### src/rtl/serial_alu_seq.sv
// serial_alu_seq: bit-serial add/subtract sequencer, one operand bit per clock, LSB first.
// Carry/borrow recirculates through c_q; result and flags load only on the completion edge.
module serial_alu_seq #(
    parameter int WIDTH = 8,
    parameter int CNT_W = 4
) (
    input  logic             clk,
    input  logic             reset,
    input  logic             start_valid,
    output logic             start_ready,
    input  logic [WIDTH-1:0] op_x,
    input  logic [WIDTH-1:0] op_y,
    input  logic             op_sel,
    input  logic             carry_i,
    output logic             res_valid,
    input  logic             res_ready,
    output logic [WIDTH-1:0] result,
    output logic             carry_o,
    output logic             zero,
    output logic             ovf,
    output logic             busy
);
    typedef enum logic [1:0] {IDLE, RUN, DONE} state_t;
    state_t state_q, state_d;
    logic [WIDTH-1:0] x_q, x_d, y_q, y_d, acc_q, acc_d, result_q, result_d;
    logic [CNT_W-1:0] cnt_q, cnt_d;
    logic sub_q, sub_d, c_q, c_d, carry_q, carry_d, zero_q, zero_d, ovf_q, ovf_d;
    logic xb, yb, s, c_nx, last;

    always_comb begin
        xb = x_q[0];
        yb = y_q[0];
        s = xb ^ yb ^ c_q;
        c_nx = sub_q ? ((~xb & yb) | (~xb & c_q) | (yb & c_q)) : ((xb & yb) | (xb & c_q) | (yb & c_q));
        last = cnt_q == CNT_W'(WIDTH - 1);
        state_d = state_q;
        x_d = x_q;
        y_d = y_q;
        acc_d = acc_q;
        cnt_d = cnt_q;
        sub_d = sub_q;
        c_d = c_q;
        result_d = result_q;
        carry_d = carry_q;
        zero_d = zero_q;
        ovf_d = ovf_q;
        case (state_q)
            IDLE: if (start_valid) begin
                x_d = op_x;
                y_d = op_y;
                sub_d = op_sel;
                c_d = carry_i;
                cnt_d = '0;
                state_d = RUN;
            end
            RUN: begin
                // operands shift right so bit i is always at position 0; MSB arrives last
                x_d = x_q >> 1;
                y_d = y_q >> 1;
                acc_d = {s, acc_q[WIDTH-1:1]};
                c_d = c_nx;
                cnt_d = cnt_q + CNT_W'(1);
                if (last) begin
                    state_d = DONE;
                    result_d = acc_d;
                    carry_d = c_nx;
                    zero_d = acc_d == '0;
                    ovf_d = (sub_q ? (xb != yb) : (xb == yb)) & (s != xb);
                end
            end
            DONE: if (res_ready) state_d = IDLE;
            default: state_d = IDLE;
        endcase
    end

    always_ff @(posedge clk) begin
        if (reset) begin
            state_q <= IDLE;
            x_q <= '0;
            y_q <= '0;
            acc_q <= '0;
            cnt_q <= '0;
            sub_q <= 1'b0;
            c_q <= 1'b0;
            result_q <= '0;
            carry_q <= 1'b0;
            zero_q <= 1'b0;
            ovf_q <= 1'b0;
        end else begin
            state_q <= state_d;
            x_q <= x_d;
            y_q <= y_d;
            acc_q <= acc_d;
            cnt_q <= cnt_d;
            sub_q <= sub_d;
            c_q <= c_d;
            result_q <= result_d;
            carry_q <= carry_d;
            zero_q <= zero_d;
            ovf_q <= ovf_d;
        end
    end

    assign start_ready = state_q == IDLE;
    assign res_valid = state_q == DONE;
    assign busy = state_q != IDLE;
    assign result = result_q;
    assign carry_o = carry_q;
    assign zero = zero_q;
    assign ovf = ovf_q;
endmodule

### config.mk
export PLATFORM = sky130hd
export DESIGN_NAME = serial_alu_seq
export DESIGN_NICKNAME = d
export VERILOG_FILES = /design/src/rtl/serial_alu_seq.sv
export SDC_FILE = /design/constraint.sdc
export NUM_CORES = 1
export LEC_CHECK = 0
export BUFFER_PORTS_ARGS = -buffer_cell sky130_fd_sc_hd__buf_4
export CAP_MARGIN = 20
export CORE_MARGIN = 10
export CORE_UTILIZATION = 45
export CTS_BUF_LIST = sky130_fd_sc_hd__clkbuf_8
export CTS_CLUSTER_DIAMETER = 120
export DETAILED_ROUTE_END_ITERATION = 16
export PLACE_DENSITY = 0.71
export SETUP_SLACK_MARGIN = 0.3
export SLEW_MARGIN = 20
export SYNTH_ARGS = -nofsm -noshare
export SYNTH_HDL_FRONTEND = slang
export SYNTH_SLANG_ARGS = --single-unit
### constraint.sdc
create_clock -name clk -period 4 [get_ports clk]
set_input_delay 0.2 -clock clk [delete_from_list [all_inputs] [get_ports clk]]
set_output_delay 0.2 -clock clk [all_outputs]
set_load 0.01 [all_outputs]
==> results of run 1 <==
layer usage:
layer / track usage [%] / vias up / share of wire, %
met5: 0 / - / 0
met4: 4.79 / 0 / 1.4
met3: 4.26 / 5 / 5.7
met2: 17.8 / 27 / 46
met1: 14.3 / 796 / 46
li1: - / 856 / -
state kept, by name, summed over array words and instances (netlist names):
signal	cells
ovf	1
result	8
c_q	1
y_q	8
x_q	8
acc_q	7
sub_q	1
cnt_q	4
carry_o	1
state_q	2
zero	1
tightest hold or removal path: cells and delay by family:
family          cells  cell delay, ns
buf+inv             1            0.11
simple gates        1            0.06
compound gates      1            0.06
per-stage QoR:
| stage | setup WS (ns) | std cells |
|---|---|---|
| after global routing | 1.79 | 305 |
| after detailed placement | 2.04 | 297 |
| final | 2.00 | 305 |
| after CTS | 2.01 | 305 |
| after global placement | 2.07 | 297 |
| after floorplan | 2.58 | 230 |
synthesized netlist by cell type, types with 4 or more instances:
master	number	share of area (%)
a311oi_1	15	6.8
buf_2	5	1.3
clkbuf_1	7	1.4
nor2_1	18	3.5
o21ai_0	10	2.6
a21oi_1	20	5.2
nand2_1	46	8.9
inv_1	4	0.78
buf_4	4	1.6
nand2b_1	6	1.9
dfxtp_1	42	44
nand3_1	10	2.6
cells by family (layout without fill, tap and decap cells):
family                   count (synthesis)  after routing  share of synthesized area [%]
AND/OR/NAND/NOR                         99             99                           25.3
AO/OA/AOI/OAI                           59             59                           20.9
flip-flops                              42             42                           43.5
buffers and inverters                   23             48                           6.35
adder cells (fa/ha/maj)                  3              3                           1.94
XOR/XNOR                                 2              2                          0.907
multiplexers                             2              2                           1.10
worst paths after layout:
path | slack (ns) | end | cells past startpoint
worst max register to register | 2.00 | y_q[0] | 3
worst min-delay path | 0.18 | sub_q | 3
worst max-delay path | 2.00 | y_q[0] | 3
worst min register to register | 0.47 | y_q[7] | 2
area by class of cell:
type / instances / area (um^2) / share of cell area [%]
clock buffers: 6 / 82.6 / 3.68
clock inverters: 2 / 8.76 / 0.390
repair buffers: 35 / 263 / 11.7
well taps: 50 / 62.6 / 2.79
inverters: 5 / 18.8 / 0.836
flip-flops and latches: 42 / 841 / 37.5
multi-input cells: 165 / 968 / 43.1
power by group:
group	switching (mW)	internal, mW	total [mW]
Combinational	0.0512	0.0439	0.0951
Sequential	0.0159	0.436	0.452
Clock	0.137	0.137	0.273
Total	0.204	0.616	0.820
==> impl_metrics.env, run 1 <==
export IMPL_status="finished, final reports clean"
export IMPL_area_delta_synth_final_pct=16.2
export IMPL_clk_insertion_delay_late_ns=0.29
export IMPL_whs_ns=0.177
export IMPL_drtIter0Drc=170
export IMPL_grtUsageTotal_pct=11.6
export IMPL_cts_buffers=5
export IMPL_synth_seq_cells=42
export IMPL_layout_common_cells="nand2_1 (46), dfxtp_1 (42), buf_4 (35), a21oi_1 (20), nor2_1 (18)"
export IMPL_antenna_cells=0
export IMPL_cts_root_buf="clkbuf_8"
export IMPL_final_core_util_pct=54.9
export IMPL_place_area_mm2=0.00215
export IMPL_yosysSeqAreaShare_pct=43.5
export IMPL_clk_path_buf_depth=2
export IMPL_dieWidth_um=85.5
export IMPL_post_cts_resized=0
export IMPL_crit_fanout=24
export IMPL_synthesis_nets=255
export IMPL_slowest_delay_ns=0.76
export IMPL_worst_setup_path_start_kind="flip-flop"
export IMPL_io_pin_count=36
export IMPL_layout_commonest_cell="nand2_1"
export IMPL_ys_types=40
export IMPL_vdd_ir_drop_max_mv=0.201
export IMPL_postSynthCellCount=230
export IMPL_drive_gt1_share_pct=19.2
export IMPL_syn_area_per_cell_um2=8.40
export IMPL_tritoncts="done"
export IMPL_min_path_type="primary input to flip-flop"
export IMPL_final_cell_area_mm2=0.00224
export IMPL_worst_pin_slew_ns=0.855
export IMPL_die_h_um=85.5
export IMPL_htree_num_levels=2
export IMPL_initial_core_util_pct=47.3
export IMPL_finalSetupViolations=0
export IMPL_max_cap_violations=0
export IMPL_rsz0062_at_grt="no"
export IMPL_drt_pass1_iter_count=4
export IMPL_syn_area_mm2=0.00193
export IMPL_finalSetupTns_ns=0
export IMPL_drcViolationCount=0
export IMPL_startpoint="state_q[1]"
export IMPL_leakagePower_nw=0.902
export IMPL_power_total_mw=0.820
export IMPL_wire_per_inst_um=14.1
export IMPL_postCtsSetupBuffers=0
export IMPL_r2r_start="state_q[1]"
export IMPL_hold_buffers=0
export IMPL_p_per_area_mw_per_mm2=365
export IMPL_grt_pass1_vias=1533
export IMPL_fillCellCount=402
export IMPL_drt_wl_total_um=4300
export IMPL_end_kind="flip-flop"
export IMPL_dp_hpwl_um=2910
export IMPL_max_freq_mhz=500
export IMPL_antenna_found_initial=0
export IMPL_gp_congestion=0.735
export IMPL_detail_route_antenna_nets=0
export IMPL_cp_cell_sequence="nand2b_1 -> nand2_1 -> a311oi_1"
export IMPL_hold_viol=0
export IMPL_clock_sinks=42
export IMPL_rows=23
export IMPL_cp_arrival_ns=2.20
export IMPL_fin_skew_ns=0.00543
export IMPL_async_reset_ff_share_pct=0
export IMPL_period_share_pct=50.0
export IMPL_critPathSlowestCell="dfxtp_1"
export IMPL_min_delay_start="op_sel"
export IMPL_finalMaxSlewViolations=0
export IMPL_dieArea_mm2=0.00731
export IMPL_routed_via_density=5.52
export IMPL_grt_max_degree=45
export IMPL_path_clk_slew_ns=0.08
export IMPL_port_buffer_count=35
export IMPL_slew_headroom_pct=43.0
export IMPL_grt_overflow_total=0
export IMPL_required_ns=4.20
export IMPL_critPathTopFamily="simple AND/OR/NAND/NOR gates"
export IMPL_fp_coreArea_mm2=0.00409
export IMPL_yosys_most_used_dff="dfxtp_1"
export IMPL_grt_pass1_wl_um=7110
export IMPL_vias=1684
export IMPL_ys_warn_count=0
export IMPL_nNetsFinal=279
export IMPL_path_class="flip-flop to flip-flop"
export IMPL_synth_edf_count=0
export IMPL_critPathBufInv=0
export IMPL_post_route_min_period_ns=2.00
Power figures use the tool's default switching activity.
==> run 2: changes to the inputs <==
--- a/config.mk
+++ b/config.mk
@@ -12,7 +12,7 @@
 export CTS_BUF_LIST = sky130_fd_sc_hd__clkbuf_8
 export CTS_CLUSTER_DIAMETER = 120
 export DETAILED_ROUTE_END_ITERATION = 16
-export PLACE_DENSITY = 0.71
+export PLACE_DENSITY = 0.73
 export SETUP_SLACK_MARGIN = 0.3
 export SLEW_MARGIN = 20
 export SYNTH_ARGS = -nofsm -noshare
==> constraint.sdc (replaced) <==
create_clock -name clk -period 1.75 [get_ports clk]
set_input_delay 0.0875 -clock clk [delete_from_list [all_inputs] [get_ports clk]]
set_output_delay 0.0875 -clock clk [all_outputs]
set_load 0.01 [all_outputs]
==> run 2 against run 1 <==
Flip-flop and latch count did not move. Design area rose by 5.6%. Sequential share of layout area fell by 1.6 points. Non-clock buffer count rose by 8. Worst hold slack got worse by 0.12 ns. Clock-buffer cell count did not move. Clock power rose to 2.8 times the previous value. Sequential power rose by 130%. Clock skew rose by 0.0032 ns. Combinational power rose to 2.5 times the previous value. Maximum frequency rose by 37%. Core utilization rose by 3.1 points. Critical path type unchanged. Largest power group unchanged.
==> impl_metrics.env, run 2 (synthesis results as in run 1) <==
export IMPL_status="finished, final reports clean"
export IMPL_drcViolationCount=0
export IMPL_p_seq_share_pct=50.6
export IMPL_cts_root_buf="clkbuf_8"
export IMPL_dieWidth_um=85.5
export IMPL_whs_ns=0.0579
export IMPL_grt_pass1_vias=1575
export IMPL_antenna_found_initial=0
export IMPL_path_clk_slew_ns=0.07
export IMPL_cts_buffers=5
export IMPL_globalRouteMet2Util_pct=18.7
export IMPL_required_ns=1.91
export IMPL_clkPwrFrac_pct=37.7
export IMPL_htree_num_levels=2
export IMPL_r2r_start="x_q[0]"
export IMPL_routed_via_density=5.42
export IMPL_comb_power_share_pct=11.7
export IMPL_finalSetupTns_ns=0
export IMPL_r2r_end="c_q"
export IMPL_drt_pass1_iter_count=5
export IMPL_holdPathEnd="sub_q"
export IMPL_finalSetupViolations=0
export IMPL_clk_path_buf_depth=2
export IMPL_rrSetupSlack_ns=0.29
export IMPL_layout_common_cells="nand2_1 (46), buf_4 (42), dfxtp_1 (38), a21oi_1 (20), nor2_1 (18)"
export IMPL_tritoncts="done"
export IMPL_initial_core_util_pct=47.3
export IMPL_crit_fanout=4
export IMPL_cp_arrival_ns=1.62
export IMPL_swShare_pct=23.2
export IMPL_whs_path_depth=3
export IMPL_die_h_um=85.5
export IMPL_reg2reg_depth=5
export IMPL_detail_route_antenna_nets=0
export IMPL_end_kind="flip-flop"
export IMPL_slew_headroom_pct=71.3
export IMPL_nNetsFinal=287
export IMPL_fp_coreArea_mm2=0.00409
export IMPL_min_path_type="primary input to flip-flop"
export IMPL_worst_setup_path_start_kind="flip-flop"
export IMPL_top_usage_layer="met2"
export IMPL_p_per_area_mw_per_mm2=864
export IMPL_rsz0062_at_grt="yes"
export IMPL_vias=1690
export IMPL_drt_wl_total_um=4350
export IMPL_post_route_min_period_ns=1.46
export IMPL_finalMaxSlewViolations=0
export IMPL_wire_per_inst_um=14.0
export IMPL_grtUsageTotal_pct=11.8
export IMPL_hold_buffers=0
export IMPL_dieArea_mm2=0.00731
export IMPL_antenna_cells=0
export IMPL_p_switching_mw=0.476
export IMPL_internal_power_mw=1.57
export IMPL_critPathSlowestCell="or4bb_1"
export IMPL_grt_pass1_wl_um=7280
export IMPL_clk_insertion_delay_late_ns=0.29
export IMPL_grtUsageMet3_pct=3.22
export IMPL_io_pin_count=36
export IMPL_port_buffer_count=35
export IMPL_period_share_pct=83.5
export IMPL_cp_cell_sequence="inv_4 -> ha_4 -> or4bb_1 -> o211ai_1 -> o22ai_1"
export IMPL_drtIter0Drc=95
export IMPL_dp_hpwl_um=3050
export IMPL_clock_sinks=42
export IMPL_use_met1_pct=14.7
export IMPL_max_freq_mhz=684
export IMPL_gp_congestion=0.770
export IMPL_drive_gt1_share_pct=25.2
export IMPL_max_cap_violations=0
export IMPL_fin_skew_ns=0.00859
export IMPL_hold_viol=0
export IMPL_vdd_ir_drop_max_mv=0.563
export IMPL_rows=23
export IMPL_layout_commonest_cell="nand2_1"
export IMPL_grt_overflow_total=0
export IMPL_min_delay_start="op_sel"
export IMPL_grt_max_degree=45
export IMPL_path_class="flip-flop to flip-flop"
export IMPL_leakagePower_nw=0.947
export IMPL_slowest_delay_ns=0.49
export IMPL_area_delta_synth_final_pct=22.7
export IMPL_worst_pin_slew_ns=0.431
==> run 2: cell count changes in the layout (fill, tap and decap cells not counted), sizes merged <==
cell    before  now
inv          5    4
clkinv       2    1
bufinv       0    1
buf         35   43
==> run 2: cell type report <==
class / instances / area [um^2]
Multi-Input combinational cell: 165 / 997
Inverter: 5 / 21.3
Sequential cell: 42 / 851
Timing Repair Buffer: 43 / 327
Clock buffer: 6 / 82.6
Tap cell: 50 / 62.6
Fill cell: 385 / 1720
Clock inverter: 1 / 30.0
==> run 2: how the worst max path moves through the flow <==
stage                      start       to  slack, ns  depth (start not counted)
after floorplan           x_q[0]  carry_o       0.33                          5
after global placement    x_q[0]  carry_o       0.21                          5
after detailed placement  x_q[0]      c_q       0.20                          5
after CTS                 x_q[0]  carry_o       0.30                          5
after global routing      x_q[0]      c_q       0.23                          5
final                     x_q[0]      c_q       0.29                          5
==> run 2: power by group through the flow <==
stage | Sequential [mW] | Combinational, mW | Clock, mW
after global routing | 1.04 | 0.271 | 0.817
after global placement | 1.05 | 0.225 | 0
final | 1.04 | 0.240 | 0.772
after CTS | 1.03 | 0.234 | 0.786
after floorplan | 1.04 | 0.169 | 0
after detailed placement | 1.05 | 0.229 | 0
==> run 2: per-layer routing <==
layer / up-vias / wire (um)
li1: 868 / -
met1: 778 / 1990
met2: 38 / 2060
met3: 6 / 240
met4: 0 / 68
met5: - / 0
==> run 2: through the flow <==
| step | setup WS [ns] | util [%] | cells | cell area [um^2] | power, mW |
|---|---|---|---|---|---|
| 4_1_cts | 0.305 | 57.1 | 312 | 2330 | 2.05 |
| 2_1_floorplan | 0.327 | - | 230 | 1930 | 1.21 |
| 6_report | 0.289 | 58.0 | 312 | 2370 | 2.05 |
| 3_5_place_dp | 0.196 | 54.0 | 304 | 2210 | 1.28 |
| 5_1_grt | 0.232 | 58.0 | 312 | 2370 | 2.13 |
| 3_3_place_gp | 0.215 | 54.0 | 304 | 2210 | 1.28 |
==> run 2: timing repair <==
item / CTS / global route
gates resized for setup: 5 / 10
pin swaps: 2 / 4
buffers inserted: 1 / 0
endpoints found under the setup margin: 22 / 23
==> run 2: worst max-delay path, delay by kind of cell (launching register included) <==
family          cells  cell delay [ns]
simple gates        1             0.49
compound gates      2             0.29
buf+inv             1             0.04
flops               1             0.38
fa+ha+maj           1             0.14
==> run 3: changes to the inputs <==
==> constraint.sdc (replaced) <==
create_clock -name clk -period 1.2 [get_ports clk]
set_input_delay 0.06 -clock clk [delete_from_list [all_inputs] [get_ports clk]]
set_output_delay 0.06 -clock clk [all_outputs]
set_load 0.01 [all_outputs]
==> run 3 against run 2 <==
Largest power group unchanged. Critical path depth rose by 1. First-iteration DRC count rose by 68%. Design area rose by 39%. Combinational power rose to 2.9 times the previous value. Critical endpoint is now y_q[1]. The run now ends with negative setup slack left. Core utilization rose by 23 points. Register-to-register slack got worse by 0.48 ns. Global-route usage rose by 4.3 points. Highest routed layer unchanged. Critical path type unchanged. Worst setup slack got worse by 0.48 ns. Non-clock buffer count rose by 42.
==> impl_metrics.env, run 3 (synthesis results as in run 1) <==
export IMPL_grt_pass1_wl_um=9810
export IMPL_power_total_mw=3.60
export IMPL_min_delay_start="op_sel"
export IMPL_tritoncts="done"
export IMPL_grt_overflow_total=0
export IMPL_fillCellCount=206
export IMPL_finalSetupTns_ns=-2.98
export IMPL_vdd_ir_drop_max_mv=0.937
export IMPL_dp_cells=324
export IMPL_dieWidth_um=85.5
export IMPL_drive_gt1_share_pct=59.0
export IMPL_drcViolationCount=0
export IMPL_gp_congestion=0.814
export IMPL_io_pin_count=36
export IMPL_p_per_area_mw_per_mm2=1090
export IMPL_clk_insertion_delay_late_ns=0.32
export IMPL_max_cap_violations=0
export IMPL_final_cell_area_mm2=0.00329
export IMPL_violations="negative setup slack"
export IMPL_fp_coreArea_mm2=0.00409
export IMPL_grtUsageTotal_pct=16.1
export IMPL_fin_cells=355
export IMPL_port_buffer_count=35
export IMPL_htree_num_levels=2
export IMPL_cp_arrival_ns=1.59
export IMPL_vias=2071
export IMPL_dieArea_mm2=0.00731
export IMPL_hold_buffers=0
export IMPL_final_core_util_pct=80.6
export IMPL_required_ns=1.41
export IMPL_rows=23
export IMPL_fin_skew_ns=0.0140
export IMPL_max_freq_mhz=720
export IMPL_worst_pin_slew_ns=0.426
export IMPL_leakagePower_nw=1.36
export IMPL_min_path_type="primary input to flip-flop"
export IMPL_initial_core_util_pct=47.3
export IMPL_period_share_pct=116
export IMPL_end_kind="flip-flop"
export IMPL_layout_commonest_cell="buf_4"
export IMPL_crit_fanout=7
export IMPL_rsz0062_at_grt="yes"
export IMPL_setup_slack_ns=-0.188
export IMPL_finalMaxSlewViolations=0
export IMPL_path_class="flip-flop to flip-flop"
export IMPL_die_h_um=85.5
export IMPL_place_area_mm2=0.00250
export IMPL_r2r_start="state_q[1]"
export IMPL_grt_max_degree=28
export IMPL_grt_pass1_vias=1977
export IMPL_nNetsFinal=329
export IMPL_wire_per_inst_um=20.1
export IMPL_dp_hpwl_um=3460
export IMPL_antenna_found_initial=0
export IMPL_dp_slack_ns=-0.168
export IMPL_path_clk_slew_ns=0.09
export IMPL_area_delta_synth_final_pct=70.5
export IMPL_drt_pass1_iter_count=4
export IMPL_clock_sinks=42
export IMPL_worst_setup_path_start_kind="flip-flop"
export IMPL_drt_wl_total_um=7140
export IMPL_antenna_cells=0
export IMPL_startpoint="state_q[1]"
export IMPL_finalSetupViolations=35
export IMPL_whs_ns=0.00579
export IMPL_slew_headroom_pct=71.6
export IMPL_post_route_min_period_ns=1.39
export IMPL_detail_route_antenna_nets=0
export IMPL_status="finished with violations"
export IMPL_cts_buffers=5
export IMPL_hold_viol=0
export IMPL_drtIter0Drc=160
export IMPL_layout_common_cells="buf_4 (51), nand2_1 (37), dfxtp_1 (36), buf_6 (25), a21oi_2 (18)"
export IMPL_clk_path_buf_depth=2
export IMPL_cts_root_buf="clkbuf_8"
export IMPL_routed_via_density=5.83
## run 3: cell types whose count changed in the layout (fill, tap and decap cells not counted), sizes merged
cell    before  now
buf         43   82
bufbuf       0    1
bufinv       1    2
clkbuf       6    7
inv          4    5
## run 3: per-layer routing
metal | wire length (um) | vias up | track usage, %
met5 | 0 | - | 0
met4 | 206 | 0 | 5.39
met3 | 465 | 18 | 4.16
met2 | 3610 | 88 | 27.4
met1 | 2860 | 1005 | 19.2
li1 | - | 960 | -
## run 3: path summary, 6_finish.rpt
path	endpoint	slack, ns	cells past startpoint
worst max-delay path	y_q[1]	-0.19	6
worst min-delay path	sub_q	0.006	3
worst max register to register	y_q[1]	-0.19	6
worst min register to register	result[0]	0.47	2
## run 3: what timing repair did
| item | 4_1_cts | 5_1_grt |
|---|---|---|
| gates resized for setup | 64 | 51 |
| buffers inserted | 12 | 8 |
| endpoints found under the setup margin | 45 | 45 |
| pin swaps | 21 | 19 |
| gates cloned | 2 | 1 |
## run 3: cell type report
| cell class | instances | area, um^2 | share of cell area, % |
|---|---|---|---|
| tap | 50 | 62.6 | 1.90 |
| clock inverter | 3 | 68.8 | 2.09 |
| multi-input combinational | 165 | 1340 | 40.8 |
| sequential | 42 | 853 | 25.9 |
| timing repair buffer | 85 | 867 | 26.3 |
| clock buffer | 5 | 68.8 | 2.09 |
| inverter | 5 | 28.8 | 0.874 |
## run 3: power breakdown
group	switching, mW	total, mW	internal (mW)
Combinational	0.321	0.684	0.363
Clock	0.564	1.40	0.834
Sequential	0.0686	1.52	1.45
## run 3: worst max-delay path, stage by stage (launching register included)
cell and delay, ns:
dfxtp_4 0.40, buf_6 0.11, buf_4 0.09, nand2b_4 0.15
clkbuf_16 0.16, nand2_2 0.06, a311oi_1 0.33
